### src/rtl/m16_frame_filler_if.sv
// Requester/serializer side of the M16 frame filler: channel requests, data, switch toggle and buffer write port.
// The filler uses the slave modport; whatever drives requests and observes writes uses master.
interface m16_frame_filler_if;
  logic        iSwitch;
  logic [3:0]  iReq;
  logic [43:0] iData;
  logic [3:0]  oAck;
  logic [11:0] oWrAddr;
  logic [11:0] oWrData;
  logic        oWrEn;
  logic        oFull;
  logic        oUnderrun;
  logic [11:0] oFillCnt;

  modport master (
    output iSwitch, iReq, iData,
    input  oAck, oWrAddr, oWrData, oWrEn, oFull, oUnderrun, oFillCnt
  );

  modport slave (
    input  iSwitch, iReq, iData,
    output oAck, oWrAddr, oWrData, oWrEn, oFull, oUnderrun, oFillCnt
  );
endinterface

### src/rtl/m16_frame_filler.sv
// Round-robin fill of the idle ping-pong half: header word (frame counter) then 2047 channel words.
// Ack is combinational (one word per cycle); writes appear one cycle after accept; a full half refuses further accepts.
module m16_frame_filler (
  input  logic                     iClkOrb,
  input  logic                     reset,
  m16_frame_filler_if.slave        bus
);
  typedef enum logic [1:0] {HDR, FILL, FULL} state_t;

  state_t      state_q, state_d;
  logic        sw_prev_q;
  logic        wr_half_q, wr_half_d;
  logic [11:0] cnt_q, cnt_d;
  logic [10:0] frm_cnt_q, frm_cnt_d;
  logic [1:0]  rr_q, rr_d;
  logic [11:0] wr_addr_q, wr_addr_d;
  logic [11:0] wr_data_q, wr_data_d;
  logic        wr_en_q, wr_en_d;
  logic        full_q, full_d;
  logic        underrun_q, underrun_d;

  logic        sw_edge;
  logic        any_req;
  logic        accept;
  logic [1:0]  grant;
  logic [1:0]  idx;
  logic [10:0] sel_dat;

  assign sw_edge = bus.iSwitch ^ sw_prev_q;

  // Descending scan so the channel closest to rr_q is the one left in grant.
  always_comb begin
    grant   = rr_q;
    any_req = 1'b0;
    idx     = rr_q;
    for (int i = 3; i >= 0; i--) begin
      idx = rr_q + 2'(i);
      if (bus.iReq[idx]) begin
        grant   = idx;
        any_req = 1'b1;
      end
    end
  end

  // Reset gating keeps an ack from being shown for a word the reset edge would discard.
  assign accept   = (state_q == FILL) && !sw_edge && !reset && any_req;
  assign bus.oAck = accept ? (4'b0001 << grant) : 4'b0000;

  always_comb begin
    case (grant)
      2'd0:    sel_dat = bus.iData[10:0];
      2'd1:    sel_dat = bus.iData[21:11];
      2'd2:    sel_dat = bus.iData[32:22];
      default: sel_dat = bus.iData[43:33];
    endcase
  end

  always_comb begin
    state_d    = state_q;
    wr_half_d  = wr_half_q;
    cnt_d      = cnt_q;
    frm_cnt_d  = frm_cnt_q;
    rr_d       = rr_q;
    wr_addr_d  = wr_addr_q;
    wr_data_d  = wr_data_q;
    wr_en_d    = 1'b0;
    underrun_d = 1'b0;
    if (sw_edge) begin
      wr_half_d  = ~bus.iSwitch;
      cnt_d      = 12'd0;
      state_d    = HDR;
      underrun_d = (state_q != FULL);
    end else begin
      case (state_q)
        HDR: begin
          wr_en_d   = 1'b1;
          wr_addr_d = {wr_half_q, 11'd0};
          wr_data_d = {1'b0, frm_cnt_q};
          frm_cnt_d = frm_cnt_q + 11'd1;
          cnt_d     = 12'd1;
          state_d   = FILL;
        end
        FILL: begin
          if (accept) begin
            wr_en_d   = 1'b1;
            wr_addr_d = {wr_half_q, cnt_q[10:0]};
            wr_data_d = {1'b0, sel_dat};
            cnt_d     = cnt_q + 12'd1;
            rr_d      = grant + 2'd1;
            if (cnt_q == 12'd2047) state_d = FULL;
          end
        end
        default: ;
      endcase
    end
    full_d = (state_d == FULL);
  end

  always_ff @(posedge iClkOrb) begin
    if (reset) begin
      state_q    <= HDR;
      sw_prev_q  <= 1'b0;
      wr_half_q  <= 1'b1;
      cnt_q      <= 12'd0;
      frm_cnt_q  <= 11'd0;
      rr_q       <= 2'd0;
      wr_addr_q  <= 12'd0;
      wr_data_q  <= 12'd0;
      wr_en_q    <= 1'b0;
      full_q     <= 1'b0;
      underrun_q <= 1'b0;
    end else begin
      state_q    <= state_d;
      sw_prev_q  <= bus.iSwitch;
      wr_half_q  <= wr_half_d;
      cnt_q      <= cnt_d;
      frm_cnt_q  <= frm_cnt_d;
      rr_q       <= rr_d;
      wr_addr_q  <= wr_addr_d;
      wr_data_q  <= wr_data_d;
      wr_en_q    <= wr_en_d;
      full_q     <= full_d;
      underrun_q <= underrun_d;
    end
  end

  assign bus.oWrAddr   = wr_addr_q;
  assign bus.oWrData   = wr_data_q;
  assign bus.oWrEn     = wr_en_q;
  assign bus.oFull     = full_q;
  assign bus.oUnderrun = underrun_q;
  assign bus.oFillCnt  = cnt_q;
endmodule

### src/flat_wrapper.sv
// flat-port wrapper written by rule: the top's interface ports become plain ports
module m16_frame_filler_flat 
  (iClkOrb, reset, bus_iSwitch, bus_iReq, bus_iData, bus_oAck, bus_oWrAddr, bus_oWrData, bus_oWrEn, bus_oFull, bus_oUnderrun, bus_oFillCnt);
  m16_frame_filler_if bus_i ();
  input  logic iClkOrb;
  input  logic reset;
  input wire logic [$bits(bus_i.iSwitch)-1:0] bus_iSwitch;
  input wire logic [$bits(bus_i.iReq)-1:0] bus_iReq;
  input wire logic [$bits(bus_i.iData)-1:0] bus_iData;
  output wire logic [$bits(bus_i.oAck)-1:0] bus_oAck;
  output wire logic [$bits(bus_i.oWrAddr)-1:0] bus_oWrAddr;
  output wire logic [$bits(bus_i.oWrData)-1:0] bus_oWrData;
  output wire logic [$bits(bus_i.oWrEn)-1:0] bus_oWrEn;
  output wire logic [$bits(bus_i.oFull)-1:0] bus_oFull;
  output wire logic [$bits(bus_i.oUnderrun)-1:0] bus_oUnderrun;
  output wire logic [$bits(bus_i.oFillCnt)-1:0] bus_oFillCnt;
  assign bus_i.iSwitch = bus_iSwitch;
  assign bus_i.iReq = bus_iReq;
  assign bus_i.iData = bus_iData;
  assign bus_oAck = bus_i.oAck;
  assign bus_oWrAddr = bus_i.oWrAddr;
  assign bus_oWrData = bus_i.oWrData;
  assign bus_oWrEn = bus_i.oWrEn;
  assign bus_oFull = bus_i.oFull;
  assign bus_oUnderrun = bus_i.oUnderrun;
  assign bus_oFillCnt = bus_i.oFillCnt;
  m16_frame_filler u_core (.iClkOrb(iClkOrb), .reset(reset), .bus(bus_i));
endmodule
### config.mk
export PLATFORM = sky130hd
export DESIGN_NAME = m16_frame_filler_flat
export DESIGN_NICKNAME = d
export VERILOG_FILES = /design/src/rtl/m16_frame_filler_if.sv /design/src/rtl/m16_frame_filler.sv /design/src/flat_wrapper.sv
export SDC_FILE = /design/constraint.sdc
export NUM_CORES = 1
export LEC_CHECK = 0
export CORE_MARGIN = 2
export CORE_UTILIZATION = 46
export DETAILED_ROUTE_END_ITERATION = 10
export GPL_TIMING_DRIVEN = 0
export PLACE_DENSITY = 0.8
export SLEW_MARGIN = 40
export SYNTH_ARGS = -nofsm -noshare
export SYNTH_HDL_FRONTEND = slang
export SYNTH_SLANG_ARGS = --single-unit
### constraint.sdc
create_clock -name iClkOrb -period 3.05 [get_ports iClkOrb]
set_input_delay 0.4575 -clock iClkOrb [delete_from_list [all_inputs] [get_ports iClkOrb]]
set_output_delay 0.4575 -clock iClkOrb [all_outputs]
set_load 0.01 [all_outputs]
Word-level counts from Yosys, hierarchy flattened
Cells that the tools add are included.

word-level totals
  flip-flop bits (word level) = 56
  input bits = 51
  output and inout port bits = 43
  word-level logic and storage cells = 76

cells by class
  $add $sub $neg = 6
  $lt $le $gt $ge = 4
  equality and inequality tests = 7
  shift operators = 1
  mux-type cells = 30
  bitwise logic cells = 3
  reductions and logical operators = 14

operators with widths
  cell                                                    count
  one-hot mux 12 bit (2 select lines)                     3
  2-to-1 mux 12 bit                                       3
  one-hot mux 11 bit (3 select lines)                     1
  2-to-1 mux 2 bit                                        7
  adder 12 x 1 -> 12 bit (second input constant)          1
  equality test 12 x 11 -> 1 bit (second input constant)  1
  < comparator 2 x 3 -> 1 bit (second input constant)     4
  adder 11 x 1 -> 11 bit (second input constant)          1
  2-to-1 mux 1 bit                                        9
  binary-select mux 1 bit (select 2 bit)                  4
  AND reduction 3 bit                                     2
  adder 2 x 1 -> 2 bit (second input constant)            2
  adder 2 bit (second input constant)                     2
  equality test 2 x 1 -> 1 bit (second input constant)    2
  equality test 2 bit (second input constant)             2
  logical NOT 2 bit                                       2
  2-to-1 mux 4 bit                                        1
  one-hot mux 2 bit (2 select lines)                      1
  AND reduction 2 bit                                     2
  OR reduction 2 bit                                      2
  left shift 1 x 2 -> 4 bit (first input constant)        1
  logical AND 1 bit                                       3
  logical NOT 1 bit                                       2
  != test 2 x 1 -> 1 bit (second input constant)          1
  other kinds (5)                                         6

Logic depth before layout (Yosys ltp)
Gate-level depths: netlist of the first run.

  word-level depth = 12
  gate-level depth with buffers = 10
  gate-level depth less buffers = 9

Worst setup path before layout of the first run
OpenSTA, ideal clock, no wires.

  path type = in2reg
  start point = input port bus_iReq[2]
  end point = register u_core.wr_data_q[2] (netlist: u_core.bus.oWrData[2])
  setup time = 86 ps
  data arrival time = 2201 ps
  required time = 2964 ps
  slack = 764 ps
  cell stages on the path = 9
  path buffers = 1
  cells stage by stage = inv_1 o22ai_1 a211oi_1 ha_1 clkbuf_1 a21oi_1 a221oi_1 a21oi_1 a211oi_1

between the ends
  word-level cells in the longest chain between the ends = 10
  elaborated cells between the ends (all ways) = 25
  classes of those cells = eq/ne (3); mux (19); reduce/logical (3)

RTL lines
  item                                               RTL line                 RTL
  from (decl)                                        flat_wrapper.sv:8        input wire logic [$bits(bus_i.iReq)-1:0] bus_iReq;
  binary-select mux 1 bit (select 2 bit)             m16_frame_filler.sv:38   if (bus.iReq[idx]) begin
  2-to-1 mux 1 bit (not written as such)             m16_frame_filler.sv:38
  2-to-1 mux 2 bit (4 in a row)                      m16_frame_filler.sv:38
  equality test 2 bit, or another cell as far along  m16_frame_filler.sv:50   case (grant)
  one-hot mux 11 bit (3 select lines)                m16_frame_filler.sv:50
  2-to-1 mux 12 bit                                  m16_frame_filler.sv:84   if (accept) begin
  one-hot mux 12 bit (2 select lines)                m16_frame_filler.sv:74   case (state_q)
  to (signal assigned)                               m16_frame_filler.sv:120  wr_data_q <= wr_data_d;
  to (decl)                                          m16_frame_filler.sv:17   logic [11:0] wr_data_q, wr_data_d;

Parallel ways exist; a longest one is shown, timed or not. The select of a mux whose other input is x is not followed.
A chain may end at the register's enable or synchronous reset.

Worst setup path after layout of the first run
  start point = input port bus_iReq[1]
  end point = output port bus_oAck[0]

between the ends
  word-level cells in the longest chain between the ends = 8
  elaborated cells between the ends (all ways) = 19
  classes of those cells = shift (1); mux (17); reduce/logical (1)

RTL lines
  item                                                               RTL line                                        RTL
  binary-select mux 1 bit (select 2 bit)                             m16_frame_filler.sv:38
  2-to-1 mux 1 bit (not written as such)                             m16_frame_filler.sv:38
  2-to-1 mux 2 bit or 2-to-1 mux 1 bit (tied branches) (4 in a row)  m16_frame_filler.sv:38
  left shift 1 x 2 -> 4 bit or logical AND 1 bit (tied branches)     m16_frame_filler.sv:47, m16_frame_filler.sv:46
  2-to-1 mux 4 bit (*)                                               m16_frame_filler.sv:47                          assign bus.oAck = accept ? (4'b0001 << grant) : 4'b0000;
  to (decl)                                                          flat_wrapper.sv:10                              output wire logic [$bits(bus_i.oAck)-1:0] bus_oAck;

Mark *: on every way between the ends. The rest lies on a longest branch, timed or not. The select of a mux whose other input is x is not followed.

==> results of run 1 <==
[routing by layer]
layer  vias up  GRT usage  wire (um)
met5         -          0          0
met4         0     0.0954        194
met3        22     0.0398        473
met2       131      0.400       4230
met1      1501      0.354       4110
li1       1556          -          -
[where the power goes]
part | switching (mW) | internal, mW
combinational | 0.197 | 0.182
clock | 0.237 | 0.207
sequential | 0.0234 | 0.747
total | 0.457 | 1.14
[worst min-delay path: cells and delay by family, from the launching register on]
kind / cells / cell delay, ns
AOI/OAI and AO/OA: 2 / 0.13
DFF: 1 / 0.32
[Yosys cell counts, types with 2 or more instances]
cell and instances:
a211oi_1 14, a21oi_1 60, a221oi_1 11, a22oi_1 13
a311oi_1 3, and2_1 4, and4_1 2, buf_2 2
clkbuf_1 27, dfxtp_1 55, ha_1 7, inv_1 18
nand2_1 13, nand2b_1 6, nand3_1 11, nand4_1 14
nor2_1 19, nor2b_1 3, nor3_1 3, nor4_1 5
o21a_1 5, o21ai_0 22, o22ai_1 2, o31ai_1 5
or2_2 2, or3_1 4, or4_1 11, xnor2_1 5
xor2_1 3
[repair_timing]
action                                  in CTS  in global routing
cloned                                       0                  0
endpoints found under the setup margin      11                  4
gates resized for setup                     19                  6
endpoints found under the hold margin        0                  0
pin swaps                                    3                  4
setup buffers                                3                  2
[worst min-delay path by stage]
stage	start	to	slack [ns]	cells after the start
final	u_core.bus.oWrAddr[4]	u_core.bus.oWrAddr[4]	0.48	2
after global routing	u_core.bus.oWrAddr[3]	u_core.bus.oWrAddr[3]	0.50	2
after global placement	u_core.wr_half_q	u_core.bus.oWrAddr[11]	0.46	2
after detailed placement	u_core.bus.oWrAddr[1]	u_core.bus.oWrAddr[1]	0.47	2
after CTS	u_core.bus.oWrAddr[3]	u_core.bus.oWrAddr[3]	0.48	2
after floorplan	u_core.wr_half_q	u_core.bus.oWrAddr[11]	0.45	2
[area by class of cell]
cell class | instances | area (um2)
clock buffer | 7 | 96.3
tap | 75 | 93.8
fill | 518 | 1900
inverter | 18 | 67.6
buffer | 29 | 124
clock inverter | 1 | 7.51
timing repair buffer | 96 | 941
sequential | 55 | 1100
multi-input combinational | 258 | 1660
[registers in the layout (all words and copies together), names as in the netlist]
name and flops:
u_core.bus.oFillCnt 12, u_core.bus.oWrAddr 12, u_core.bus.oWrData 11, u_core.frm_cnt_q 11, u_core.rr_q 2, u_core.state_q 2
u_core.bus.oFull 1, u_core.bus.oUnderrun 1, u_core.bus.oWrEn 1, u_core.sw_prev_q 1, u_core.wr_half_q 1
[through the flow]
stage | utilization | setup slack [ns] | total power, mW | cell area, um2
final | 0.683 | 0.149 | 1.59 | 4090
after global routing | 0.683 | 0.00431 | 1.66 | 4090
after CTS | 0.680 | 0.00175 | 1.58 | 4070
after detailed placement | 0.651 | -0.609 | 1.14 | 3900
after global placement | 0.650 | -0.567 | 1.13 | 3900
after floorplan | - | 0.764 | 0.970 | 2890
[layout by cell type (no fill, tap or decap), types with 3 or more instances in the layout]
cell type        instances
a211oi_1                13
a21oi_1                 60
a221oi_1                11
a22oi_1                 13
and2_1                   4
buf_4                    6
clkbuf_1                23
clkbuf_2                 3
clkbuf_8                 7
clkdlybuf4s50_1         86
dfxtp_1                 54
ha_1                     4
ha_2                     3
inv_1                   18
nand2_1                 13
nand2b_1                 6
nand3_1                 11
nand4_1                 14
nor2_1                  19
nor2b_1                  3
nor3_1                   3
nor4_1                   3
o21a_1                   5
o21ai_0                 22
o31ai_1                  5
or3_1                    4
or4_1                   11
xnor2_1                  5
[logic make-up after synthesis]
kind of cell             count (synthesis)  synth area share
XOR/XNOR                                 8            0.0242
flip-flops                              55             0.381
other                                    1           0.00130
multiplexers                             1           0.00389
AND/OR/NAND/NOR                        100             0.193
AO/OA/AOI/OAI                          140             0.299
adder cells (fa/ha/maj)                  8            0.0338
buffers and inverters                   48            0.0645
==> metrics.md, run 1 <==
| Metric | Value |
|---|---|
| Vias | between 3000 and 4000 |
| Largest cells by area after synthesis | dfxtp_1 (38%), a21oi_1 (10%), o21ai_0 (3.8%) |
| Leakage | between 1 and 1.5 nW |
| Number of DRC markers after the initial detailed-route iteration | 292 |
| Nets | between 500 and 600 |
| Hold_buf cts | 0 |
| R2R cell count | 10 |
| Critical-path top delay cell | clkdlybuf4s50_1 |
| Worst Path Required | ~2.6 ns |
| Largest net degree at the start of global routing | 17 |
| Port bufs | 91 |
| Setup slack, reg-to-reg | between 0.4 and 0.5 ns |
| Die Y | 83.3 um |
| First-pass GRT wire length | about 15000 um |
| Max-slew violations | 0 |
| WP buf/inv | 3 |
| Initial Util | 0.483 |
| GP Congestion | ~0.87 |
| Tightest Pin Transition | 0.602 ns |
| Max-Cap Viols | 0 |
| Clk sinks | 55 |
| Diodes inserted | 0 |
| CP startpoint | bus_iReq[1] |
| Crit path kind | primary input to output port |
| Register bit total from synthesis | 55 |
| Average cell area after synthesis | approximately 8.0 um2 |
| Cells after Synth | 361 |
| Total grt overflow | 0 |
| Critical Path Fanout Max | 10 |
| Power per cell area | between 300 and 400 mW/mm2 |
| Worst reg2reg endpoint | u_core.bus.oWrData[2] |
| I/O Pins | 94 |
| DRC | 0 |
| Setup TNS | 0 ns |
| Row count | 28 |
| Rel. slew slack | 0.596 |
| Total track usage | 0.255 |
| Final period utilization | 0.951 |
| CTS max path bufs | 2 |
| Die width | 83.3 um |
| Count of final setup violators | 0 |
| Via density | 5.96 |
| CTS tree | built |
| Crit path largest cell delay | roughly 0.53 ns |
| Vias in the first global route | approximately 3000 |
| Final hold violations | 0 |
| Crit path capture | bus_oAck[0] |
| Post-synth EDFFs | 0 |
| Outcome | finished, final reports clean |
| Synthesized area | 0.00289 mm2 |
| Reg2Reg Launch Point | u_core.rr_q[0] |
| Crit start category | primary input |
| Final HPWL from detailed placement | approximately 6600 um |
| Fin crit period | ~2.9 ns |
| Cts bufs inserted | 5 |
| Root Buffer Master | clkbuf_8 |
| Ys flop type | dfxtp_1 |
| Worst Path Arrival | between 2 and 2.5 ns |
| Core region area | roughly 0.0060 mm2 |
| Levels on crit path | 9 |
| Post-synthesis cell type count | 41 |
| Min-delay worst type | register to register |
| DIE AREA | about 0.0069 mm2 |
| DRT antenna net count | 0 |
| Share of cells above drive strength 1 | 0.0776 |
| WHS | 0.484 ns |
| Synth Warn # | 0 |
| Max IR drop VDD | roughly 0.25 mV |
| Initial antenna violation count | 0 |
| H-tree Lvls | 2 |
| Area Growth Syn to Fin | 41.5% |
| Final Skew | around 0.012 ns |
| Crit path max-delay family | buffers and inverters |
| WL final | 9000 um |
| Yosys top cell by area | dfxtp_1 |
| Syn nets | about 420 |
| Clock Latency Late Sink | just over 0.3 ns |
| CP endpoint kind | output port |
| Fmax | 345 MHz |
| Clock-pin transition on the worst setup and hold timing paths | 0.10 ns |
| Unrepaired setup endpoints after global routing | no |
| CP cell instances | clkdlybuf4s15_2, nor2_1, a22oi_1, o21ai_0, o22ai_1, ha_2, clkbuf_4, and2_1, clkdlybuf4s50_1 |
| First drt pass iteration count | 5 |
| Asr flop ratio synth | 0 |
| Placed insts | 527 |
| Final cell count without fillers | around 540 |
| Synth top area share | 0.381 |
| WL per Instance | about 17 um |
| Register area share after synthesis | 0.381 |
No activity file was read; power rests on OpenSTA's default activity.
==> run 2, diff against run 1 <==
- CTS_BUF_LIST: default -> sky130_fd_sc_hd__clkbuf_16
==> run 2 against run 1 <==
Sequential share of layout area decreased by 0.24 points. Clock skew decreased by 0.0056 ns. Largest cell class unchanged. Routed wire length increased by 0.69%. Via count decreased by 0.44%. Non-clock buffer count unchanged. Critical path depth unchanged. Combinational power about the same. Worst setup slack improved by 0.00051 ns. Clock-buffer cell count decreased by 2. Design area increased by 0.89%.
==> metrics.md, run 2 (synthesis results as in run 1) <==
| Metric | Value |
|---|---|
| Final cell count without fillers | 539 (unchanged) |
| Met3 Use GR | 0.0467 (+0.00696) |
| Max IR drop VDD | 0.264 mV (+3.8%) |
| Setup slack, reg-to-reg | 0.47 ns (+0.02 ns) |
| Post-Place Worst Slack | -0.609 ns (unchanged) |
| Initial antenna violation count | 0 (unchanged) |
| Leakage | 1.41 nW (+1.0%) |
| Crit path max-delay family | buffers and inverters |
| H-tree Lvls | 2 (unchanged) |
| Clock Latency Late Sink | 0.29 ns (-0.02 ns) |
| Worst Hold Depth | 2 (unchanged) |
| Commonest non-fill, non-tap cell in the layout | clkdlybuf4s50_1 |
| Max-Cap Viols | 0 (unchanged) |
| Port bufs | 91 (unchanged) |
| Total track usage | 0.257 (+0.00130) |
| GP Congestion | 0.871 (unchanged) |
| Min-delay worst type | register to register |
| Unrepaired setup endpoints after global routing | no |
| WL per Instance | 16.8 um (+0.69%) |
| Root Buffer Master | clkbuf_16 |
| Final HPWL from detailed placement | 6580 um (unchanged) |
| Final instance area | 0.00413 mm2 (+0.89%) |
| Worst Hold End | u_core.bus.oWrAddr[10] |
| Setup ws final | 0.150 ns (+0.000511 ns) |
| Critical-path top delay cell | clkdlybuf4s50_1 |
| Reg2Reg Launch Point | u_core.rr_q[0] |
| Die width | 83.3 um (unchanged) |
| Area Growth Syn to Fin | 42.8% |
| Clock-pin transition on the worst setup and hold timing paths | 0.07 ns (-0.03 ns) |
| Rel. slew slack | 0.597 (+0.00116) |
| Nets | 521 (unchanged) |
| CP cell instances | clkdlybuf4s15_2, nor2_1, a22oi_1, o21ai_0, o22ai_1, ha_2, clkbuf_4, and2_1, clkdlybuf4s50_1 |
| Worst reg2reg endpoint | u_core.bus.oWrData[2] |
| Worst Path Required | 2.59 ns (about the same) |
| CP endpoint kind | output port |
| Met2 GRT Util | 0.408 (+0.00806) |
| Fin crit period | 2.90 ns (-0.000511 ns) |
| DRT antenna net count | 0 (unchanged) |
| Final hold violations | 0 (unchanged) |
| Vias in the first global route | 3080 (+0.95%) |
| Diodes inserted | 0 (unchanged) |
| WL final | 9060 um (+0.69%) |
| Vias | 3196 (-0.44%) |
| Crit path kind | primary input to output port |
| Reg area | 0.00110 mm2 (unchanged) |
| Largest net degree at the start of global routing | 17 (unchanged) |
| Max-slew violations | 0 (unchanged) |
| Tightest Pin Transition | 0.600 ns (-0.00173 ns) |
| DIE AREA | 0.00694 mm2 (unchanged) |
| Met1 GRT Util | 0.351 (-0.00347) |
| I/O Pins | 94 (unchanged) |
| Critical Path Fanout Max | 10 (unchanged) |
| First-pass GRT wire length | 14800 um (+0.52%) |
| Placed insts | 527 (unchanged) |
| Power per cell area | 412 mW/mm2 (+5.9%) |
| CTS tree | built |
| Filler instances | 515 (-0.58%) |
| Core region area | 0.00599 mm2 (unchanged) |
| DRC | 0 (unchanged) |
| Worst Path Arrival | 2.44 ns (about the same) |
| First drt pass iteration count | 5 (unchanged) |
| Count of final setup violators | 0 (unchanged) |
| Global route hottest layer | met2 |
| Crit start category | primary input |
| Placed cell area | 0.00390 mm2 (unchanged) |
| Area of the multi-input gates | 0.00166 mm2 (unchanged) |
| CTS max path bufs | 2 (unchanged) |
| Hold Path Origin | u_core.bus.oWrAddr[10] |
| Initial Util | 0.483 (unchanged) |
| Final Skew | 0.00647 ns (-0.00564 ns) |
| Total grt overflow | 0 (unchanged) |
| Hold_buf cts | 0 (unchanged) |
| Row count | 28 (unchanged) |
| WP buf/inv | 3 (unchanged) |
| Clk sinks | 55 (unchanged) |
| R2R cell count | 10 (unchanged) |
| Final period utilization | 0.951 (about the same) |
| Number of DRC markers after the initial detailed-route iteration | 259 (-11%) |
| Crit path largest cell delay | 0.53 ns (about the same) |
| Outcome | finished, final reports clean |
| Total power | 1.70 mW (+6.8%) |
| Cts bufs inserted | 5 (unchanged) |
| Most used cells in the layout excluding fill and tap cells | clkdlybuf4s50_1 (86), a21oi_1 (60), dfxtp_1 (54), clkbuf_1 (23), o21ai_0 (22) |
| Fmax | 345 MHz (about the same) |
| Fin util | 0.689 (+0.00606) |
| Share of cells above drive strength 1 | 0.0733 (-0.00431) |
| Die Y | 83.3 um (unchanged) |
| Via density | 5.93 (-0.44%) |
[run 2: timing repair]
item | 4_1_cts | 5_1_grt
endpoints found under the setup margin | 11 | 4
pin swaps | 3 | 4
gates resized for setup | 19 | 6
setup buffers | 3 | 2
[run 2: power breakdown]
group          leakage, nW  internal (mW)  total [mW]  switching [mW]
Combinational        0.901          0.182       0.379           0.198
Sequential           0.448          0.747       0.771          0.0235
Clock               0.0649          0.299       0.552           0.252
Total                 1.41           1.23        1.70           0.474
[run 2: layout make-up]
class	count	share of cell area
well taps	75	0.0227
clock inverters	3	0.00364
clock buffers	5	0.0303
plain buffers	29	0.0300
repair buffers	96	0.228
inverters	18	0.0164
flip-flops and latches	55	0.267
multi-input cells	258	0.402
[run 2: worst max-delay path by stage]
stage	slack, ns	start	depth (start not counted)	endpoint
global placement	-0.57	bus_iReq[1]	8	bus_oAck[1]
global route	0.004	bus_iReq[1]	9	bus_oAck[0]
CTS	0.002	bus_iReq[0]	9	bus_oAck[0]
floorplan	0.76	bus_iReq[2]	9	u_core.bus.oWrData[2]
detailed placement	-0.61	bus_iReq[1]	8	bus_oAck[1]
finish	0.15	bus_iReq[1]	9	bus_oAck[0]
[run 2: worst reg2reg max path: stages, from the launching register on]
cell and delay (ns):
dfxtp_1 0.40, o22ai_1 0.13, a211oi_2 0.25, buf_4 0.16, buf_4 0.11, ha_1 0.21, clkbuf_1 0.38, a21oi_1 0.09
a221oi_1 0.42, a21oi_1 0.08, a211oi_1 0.26
[run 2: stage by stage]
stage,TNS [ns],hold slack (ns)
floorplan,0,0.446
global placement,-4.54,0.459
detailed placement,-5.23,0.469
CTS,0,0.480
global route,0,0.497
finish,0,0.481
[run 2: metal layers]
layer	vias to the layer above	wire length, um
met5	-	0
met4	0	204
met3	22	564
met2	127	4240
met1	1494	4060
li1	1553	-
==> run 3, diff against run 2 <==
- CAP_MARGIN: default -> 20
- MAX_ROUTING_LAYER: default -> met4
==> run 3 against run 2 <==
Fmax about the same. Cell count unchanged. First-iteration DRC count down 1.5%. Die area unchanged. Sequential share of layout area unchanged. Power down 0.15%. Sequential power about the same. Non-clock buffer count unchanged. Global-route usage up 0.77 points. Utilization unchanged. Worst setup slack worse by 0.00090 ns. Routed wire length down 0.40%. Critical path type unchanged. Critical endpoint unchanged. Highest routed layer unchanged.
==> metrics.md, run 3 (synthesis results as in run 1) <==
| Metric | Value |
|---|---|
| I/O Pins | 94 (unchanged) |
| WHS | 0.480 ns (-0.000549 ns) |
| Clock-pin transition on the worst setup and hold timing paths | 0.07 ns (about the same) |
| Leakage | 1.41 nW (unchanged) |
| Cts bufs inserted | 5 (unchanged) |
| Diodes inserted | 0 (unchanged) |
| Unrepaired setup endpoints after global routing | no |
| CTS max path bufs | 2 (unchanged) |
| Min-delay worst type | register to register |
| DRC | 0 (unchanged) |
| Nets | 521 (unchanged) |
| Root Buffer Master | clkbuf_16 |
| Core region area | 0.00599 mm2 (unchanged) |
| DRT antenna net count | 0 (unchanged) |
| Initial antenna violation count | 0 (unchanged) |
| Die Y | 83.3 um (unchanged) |
| H-tree Lvls | 2 (unchanged) |
| Via density | 5.96 (+0.56%) |
| Share of cells above drive strength 1 | 0.0733 (unchanged) |
| WL final | 9030 um (-0.40%) |
| First-pass GRT wire length | 14800 um (+0.23%) |
| Max-slew violations | 0 (unchanged) |
| Max IR drop VDD | 0.263 mV (-0.25%) |
| Tightest Pin Transition | 0.593 ns (-0.00674 ns) |
| Outcome | finished, final reports clean |
| Area Growth Syn to Fin | 42.8% (unchanged) |
| Total power | 1.70 mW (-0.15%) |
| Critical Path Fanout Max | 10 (unchanged) |
| Clk sinks | 55 (unchanged) |
| CTS tree | built |
| Fmax | 345 MHz (about the same) |
| Total grt overflow | 0 (unchanged) |
| Final period utilization | 0.951 (about the same) |
| Fin crit period | 2.90 ns (+0.000895 ns) |
| Die width | 83.3 um (unchanged) |
| WL per Instance | 16.7 um (-0.40%) |
| Clock Latency Late Sink | 0.29 ns (about the same) |
| Final Skew | 0.00575 ns (-0.000717 ns) |
| Crit path kind | primary input to output port |
| Rel. slew slack | 0.602 (+0.00453) |
| CP endpoint kind | output port |
| Vias | 3214 (+0.56%) |
| Commonest non-fill, non-tap cell in the layout | clkdlybuf4s50_1 |
| First drt pass iteration count | 5 (unchanged) |
| Total track usage | 0.264 (+0.00769) |
| Setup TNS | 0 ns (unchanged) |
| Power per cell area | 412 mW/mm2 (-0.15%) |
| Worst Path Arrival | 2.44 ns (about the same) |
| Number of DRC markers after the initial detailed-route iteration | 255 (-1.5%) |
| Largest net degree at the start of global routing | 17 (unchanged) |
| Worst Path Required | 2.59 ns (about the same) |
| Final hold violations | 0 (unchanged) |
| Count of final setup violators | 0 (unchanged) |
| Vias in the first global route | 3075 (-0.16%) |
| Initial Util | 0.483 (unchanged) |
| Hold_buf cts | 0 (unchanged) |
| DIE AREA | 0.00694 mm2 (unchanged) |
| Port bufs | 91 (unchanged) |
| Most used cells in the layout excluding fill and tap cells | clkdlybuf4s50_1 (86), a21oi_1 (60), dfxtp_1 (54), clkbuf_1 (23), o21ai_0 (22) |
| GP Congestion | 0.885 (+1.6%) |
| Row count | 28 (unchanged) |
| Crit start category | primary input |
| Final HPWL from detailed placement | 6580 um (unchanged) |
| Max-Cap Viols | 0 (unchanged) |
-- run 3: layer usage --
metal,up-vias,track usage,wire length (um)
li1,1553,-,-
met1,1504,0.353,4010
met2,139,0.410,4250
met3,18,0.0447,566
met4,0,0.0835,203
met5,-,-,0
-- run 3: layout make-up --
cell class / count / area [um2]
buffer: 29 / 124
clock buffer: 5 / 125
multi-input combinational: 258 / 1660
tap: 75 / 93.8
sequential: 55 / 1100
inverter: 18 / 67.6
fill: 515 / 1860
clock inverter: 3 / 15.0
timing repair buffer: 96 / 941
-- run 3: report_power, final --
group          switching [mW]  leakage, nW  internal, mW  total [mW]
registers              0.0237        0.448         0.747       0.771
logic                   0.197        0.901         0.182       0.379
clock network           0.251       0.0649         0.299       0.550
-- run 3: worst paths after layout --
path | startpoint | end | slack [ns] | depth (start not counted)
max | bus_iReq[1] | bus_oAck[0] | 0.15 | 9
min | u_core.bus.oWrAddr[3] | u_core.bus.oWrAddr[3] | 0.48 | 2
max reg2reg | u_core.rr_q[0] | u_core.bus.oWrData[2] | 0.47 | 10
min reg2reg | u_core.bus.oWrAddr[3] | u_core.bus.oWrAddr[3] | 0.48 | 2
-- run 3: critical path, stage by stage --
cell             delay [ns]
clkdlybuf4s15_2        0.27
nor2_1                 0.06
a22oi_1                0.19
o21ai_0                0.14
o22ai_1                0.22
ha_2                   0.23
clkbuf_4               0.20
and2_1                 0.14
clkdlybuf4s50_1        0.53
-- run 3: repair_timing --
item,CTS,global route
gates resized for setup,19,6
gates cloned,0,0
setup buffers,3,2
pin swaps,3,4
setup endpoints to repair,11,4
-- run 3: through the flow --
| step | std cells | setup WS, ns | util | cell area [um2] |
|---|---|---|---|---|
| floorplan | 361 | 0.764 | - | 2890 |
| global placement | 527 | -0.567 | 0.650 | 3900 |
| detailed placement | 527 | -0.609 | 0.651 | 3900 |
| CTS | 537 | 0.00175 | 0.686 | 4110 |
| global route | 539 | 0.00431 | 0.689 | 4130 |
| finish | 539 | 0.149 | 0.689 | 4130 |
